$ cat src/rtl/bin2bcd_seq.sv
// rtl/bin2bcd_seq.sv - multi-cycle double-dabble binary to BCD converter for the seven-segment path
module bin2bcd_seq #(
  parameter int WIDTH  = 14,
  parameter int DIGITS = 4
) (
  input  logic                  iCLK,
  input  logic                  iRST_N,
  input  logic [WIDTH-1:0]      iVALUE,
  input  logic                  iSTART,
  output logic                  oBUSY,
  output logic                  oDONE,
  output logic [4*DIGITS-1:0]   oBCD,
  output logic [DIGITS-1:0]     oBLANK,
  output logic                  oOVF
);

  localparam int SW = 4 * (DIGITS + 1);
  localparam int CW = $clog2(WIDTH + 1);
  localparam logic [31:0] MAX = 32'(10 ** DIGITS - 1);

  typedef enum logic [1:0] {IDLE, SHIFT, FINISH} stateT;

  stateT          state;
  stateT          nextState;
  logic [WIDTH-1:0] binReg;
  logic [SW-1:0]  scratch;
  logic [SW-1:0]  adj;
  logic [CW-1:0]  cnt;
  logic           ovfPend;
  logic           zeroRun;

  always_ff @(posedge iCLK or negedge iRST_N) begin
    if (!iRST_N) state <= IDLE;
    else         state <= nextState;
  end

  always_comb begin
    nextState = state;
    case (state)
      IDLE:    if (iSTART) nextState = SHIFT;
      SHIFT:   if (cnt == CW'(1)) nextState = FINISH;
      FINISH:  nextState = IDLE;
      default: nextState = IDLE;
    endcase
  end

  always_comb begin
    oBUSY = (state != IDLE);
  end

  // Add-3 correction on every scratch digit before the shift
  always_comb begin
    adj = scratch;
    for (int i = 0; i < DIGITS + 1; i++) begin
      if (scratch[4*i +: 4] >= 4'd5) adj[4*i +: 4] = scratch[4*i +: 4] + 4'd3;
    end
  end

  always_ff @(posedge iCLK or negedge iRST_N) begin
    if (!iRST_N) begin
      binReg  <= '0;
      scratch <= '0;
      cnt     <= '0;
      ovfPend <= 1'b0;
      oBCD    <= '0;
      oOVF    <= 1'b0;
      oDONE   <= 1'b0;
    end else begin
      oDONE <= 1'b0;
      case (state)
        IDLE: begin
          if (iSTART) begin
            binReg  <= iVALUE;
            scratch <= '0;
            cnt     <= CW'(WIDTH);
            ovfPend <= (32'(iVALUE) > MAX);
          end
        end
        SHIFT: begin
          {scratch, binReg} <= {adj, binReg} << 1;
          cnt               <= cnt - CW'(1);
        end
        FINISH: begin
          oBCD  <= ovfPend ? {DIGITS{4'h9}} : scratch[4*DIGITS-1:0];
          oOVF  <= ovfPend;
          oDONE <= 1'b1;
        end
        default: ;
      endcase
    end
  end

  // Units digit is never blanked so a zero value still shows "0"
  always_comb begin
    oBLANK  = '0;
    zeroRun = 1'b1;
    for (int i = DIGITS - 1; i >= 1; i--) begin
      zeroRun   = zeroRun & (oBCD[4*i +: 4] == 4'h0);
      oBLANK[i] = zeroRun;
    end
  end

endmodule

$ cat config.mk
export PLATFORM = sky130hd
export DESIGN_NAME = bin2bcd_seq
export DESIGN_NICKNAME = d
export VERILOG_FILES = /design/src/rtl/bin2bcd_seq.sv
export SDC_FILE = /design/constraint.sdc
export NUM_CORES = 1
export LEC_CHECK = 0
export CORE_UTILIZATION = 48
export DETAILED_ROUTE_END_ITERATION = 10
export HOLD_SLACK_MARGIN = 0.02
export MAX_ROUTING_LAYER = met4
export PLACE_DENSITY = 0.8
export SLEW_MARGIN = 20
export SYNTH_ARGS = -nofsm -noshare
export SYNTH_HDL_FRONTEND = slang
export SYNTH_SLANG_ARGS = --single-unit
$ cat constraint.sdc
create_clock -name iCLK -period 1.4 [get_ports iCLK]
set_input_delay 0.28 -clock iCLK [delete_from_list [all_inputs] [get_ports iCLK]]
set_output_delay 0.28 -clock iCLK [all_outputs]
set_load 0.01 [all_outputs]
==> impl_metrics.tcl <==
set metrics [dict create \
    status "finished, violations left" \
    failed_checks "setup timing" \
    ys_seq_area_share_pct 52.8 \
    fin_skew_ps 7.40 \
    power-per-cell-area_nw_per_um2 2240 \
    maxCapViolCount 0 \
    dieArea_sq_um 5730 \
    crit_path_max_fanout 2 \
    synth_warnings 0 \
    place_area_sq_um 3420 \
    final_util_pct 79.1 \
    core_sq_um 5170 \
    arrival_ps 1460 \
    criticalPathCategory "reg -> out" \
    fp.dieW_um 75.7 \
    p_leak_nw 1.91 \
    synth_area_sq_um 2600 \
    io_buffers 38 \
    grt.total_usage_pct 25.2 \
    p_seq_share_pct 30.7 \
    syn_to_final_growth_pct 57.0 \
    die_y_um 75.7 \
    slew_violations 0 \
    syn_area_per_cell_sq_um 9.72 \
    num_rows 26 \
    grt_max_degree 56 \
    drt-total-wl_um 7310 \
    grt_pass1_vias 2265 \
    grt_overflow 0 \
    place.gp.congestion 0.809 \
    pwr-share-comb_pct 58.0 \
    cts.htree.levels 2 \
    fin_crit_sh_pct 124 \
    synth_compound_area_share_pct 16.7 \
    num_vias 2428 \
    synth_top_family_by_area "simple AND/OR/NAND/NOR gates" \
    p_clk_share_pct 11.4 \
    place_ws_ps -343 \
    netlist_instances 268 \
    internal_power_mw 5.63 \
    period_needed_ps 1740 \
    synth_xor_area_share_pct 2.35 \
    cts_tree "yes" \
    post-dp-hpwl_um 4000 \
    clock-root-buffer "clkbuf_8" \
    synthAdderAreaFrac_pct 4.80 \
    nets 401 \
    whs_ps 477 \
    switching_share_pct 38.4 \
    grt_pass1_wl_um 10400 \
    required_ps 1120 \
    drive_gt1_share_pct 42.8 \
    ir_worst_vdd_v 0.00118 \
    synth_simple_gate_area_share_pct 16.8 \
    clk_latency_ps 310 \
    initial_core_util_pct 50.4 \
    syn-num-nets 295 \
    fin_ws_ps -338 \
    clockBufferDepth 2 \
    synth.distinct_cells 35 \
    startpoint_type "register" \
    num_antenna_cells 0 \
    clk_pin_slew_ps 100 \
    setup_viol 15 \
    cts_made_buffers 5 \
    first_pass_iters 4 \
    drc 0 \
    rsz0062_at_grt "true" \
    clock_sinks 55 \
    finalPower_mw 9.15 \
    switchingPower_mw 3.51 \
    drtAntennaViolNets 0 \
    end_kind "primary output" \
    crit_chain "nor4_4 -> buf_4 -> and3_4 -> buf_6" \
    drt_iter0_markers 172 \
    hold_viol 0 \
    cpPeakStageDelay_ps 420 \
    design_area_sq_um 4090 \
    viasPerCell 5.47 \
    max_freq_ghz 0.575 \
    hp-class "in -> async" \
    synthMuxAreaShare_pct 1.30 \
    ys_ff_latch 55 \
    avgRoutedWirePerCell_um 16.5 \
    slowest_stage "dfrtp_1" \
    io_pins 40 \
    antenna_found_initial 0 \
]
-- power groups by stage --
stage	clock [mW]	combinational, mW	sequential (mW)
after floorplan	0	2.13	2.72
after global placement	0	3.66	2.71
after detailed placement	0	3.81	2.74
after CTS	1.05	4.36	2.73
after global routing	1.10	5.78	2.88
final	1.04	5.30	2.81
-- repair_timing --
item	in CTS	in global routing
setup endpoints to repair	33	51
pin swaps	10	31
gates resized for setup	75	76
gates cloned	0	2
setup buffers	17	13
hold endpoints to repair	55	0
hold buffers	1	0
-- worst max-delay path, delay by kind of cell (launching register included) --
kind	cells	cell delay (ps)
buf+inv	2	250
simple gates	2	470
flops	1	420
-- final cells by class --
type                            count  area (sq um)
Multi-Input combinational cell    184          1440
Sequential cell                    55          1380
Fill cell                         320          1080
Timing Repair Buffer              116          1030
Tap cell                           70          87.6
Clock buffer                        6          72.6
Inverter                           12          45.0
Clock inverter                      1          30.0
-- through the flow --
stage / setup TNS (ps) / instances
floorplan: 0 / 268
global placement: -6800 / 406
detailed placement: -8980 / 406
CTS: -1160 / 431
global route: -2780 / 444
finish: -1550 / 444
-- layout by cell type (no fill, tap or decap), types with 8 or more instances in the layout --
| cell type | synthesis | routed |
|---|---|---|
| o31ai_1 | 12 | 8 |
| o21ai_0 | 22 | 16 |
| buf_4 | 2 | 56 |
| nor2_1 | 9 | 9 |
| nand2_1 | 51 | 51 |
| buf_6 | 0 | 21 |
| clkdlybuf4s50_1 | 0 | 15 |
| dfrtp_1 | 55 | 53 |
| nand3_2 | 0 | 9 |
| a22oi_1 | 13 | 12 |
-- final timing paths --
kind	startpoint	depth (start not counted)	end	slack (ps)
worst max-delay path	oBCD[13]$_DFFE_PN0P_	4	oBLANK[1]	-340
worst min-delay path	iRST_N	3	oDONE$_DFF_PN0_	480
worst max register to register	state[0]$_DFFE_PN0P_	5	scratch[11]$_DFFE_PN0P_	-130
worst min register to register	oBCD[2]$_DFFE_PN0P_	2	oBCD[2]$_DFFE_PN0P_	480
max in group asynchronous	iRST_N	3	scratch[4]$_DFFE_PN0P_	660
min in group iCLK	oBCD[2]$_DFFE_PN0P_	2	oBCD[2]$_DFFE_PN0P_	480
-- routing by layer --
metal  global-route usage [%]  wire length (um)
met1                     30.6              3040
met2                     42.4              3890
met3                     4.50               254
met4                     8.64               125
met5                        -                 0
-- registers in the layout, summed over array words and instances, names as in the netlist --
register and flops:
state 2, oOVF 1, binReg 14, ovfPend 1, scratch 16, oBCD 16
oDONE 1, cnt 4
-- cells by family after synthesis --
| group | Yosys count |
|---|---|
| multiplexers | 3 |
| adder cells (fa/ha/maj) | 10 |
| flip-flops | 55 |
| AND/OR/NAND/NOR | 95 |
| buffers and inverters | 30 |
| AO/OA/AOI/OAI | 67 |
| XOR/XNOR | 7 |
| other | 1 |
-- cell usage after synthesis --
master	number	area [sq um]
nor3b_2	1	12.5
nor2_2	1	6.26
a211oi_1	2	15.0
conb_1	1	3.75
inv_1	12	45.0
nand2b_1	6	37.5
and2_1	2	12.5
ha_1	10	125
buf_2	11	55.1
nor3b_1	1	7.51
dfrtp_1	55	1380
a32o_1	4	40.0
nor2_1	9	33.8
nand2_2	1	6.26
nand2_1	51	191
a311o_1	1	10.0
a31oi_1	2	12.5
and3_1	2	12.5
o311ai_1	1	8.76
o21ai_0	22	110
nor4_1	4	25.0
buf_4	2	15.0
nor2b_1	1	6.26
a22oi_1	13	97.6
or3b_1	1	8.76
xor2_1	3	26.3
a21oi_1	4	20.0
clkbuf_1	5	18.8
or2_2	1	6.26
o31ai_1	12	90.1
nand3_1	12	60.1
xnor2_1	4	35.0
nor3_1	2	10.0
o21ai_1	6	30.0
mux2_2	3	33.8
Note: power is estimated with default switching activity, not from simulation.
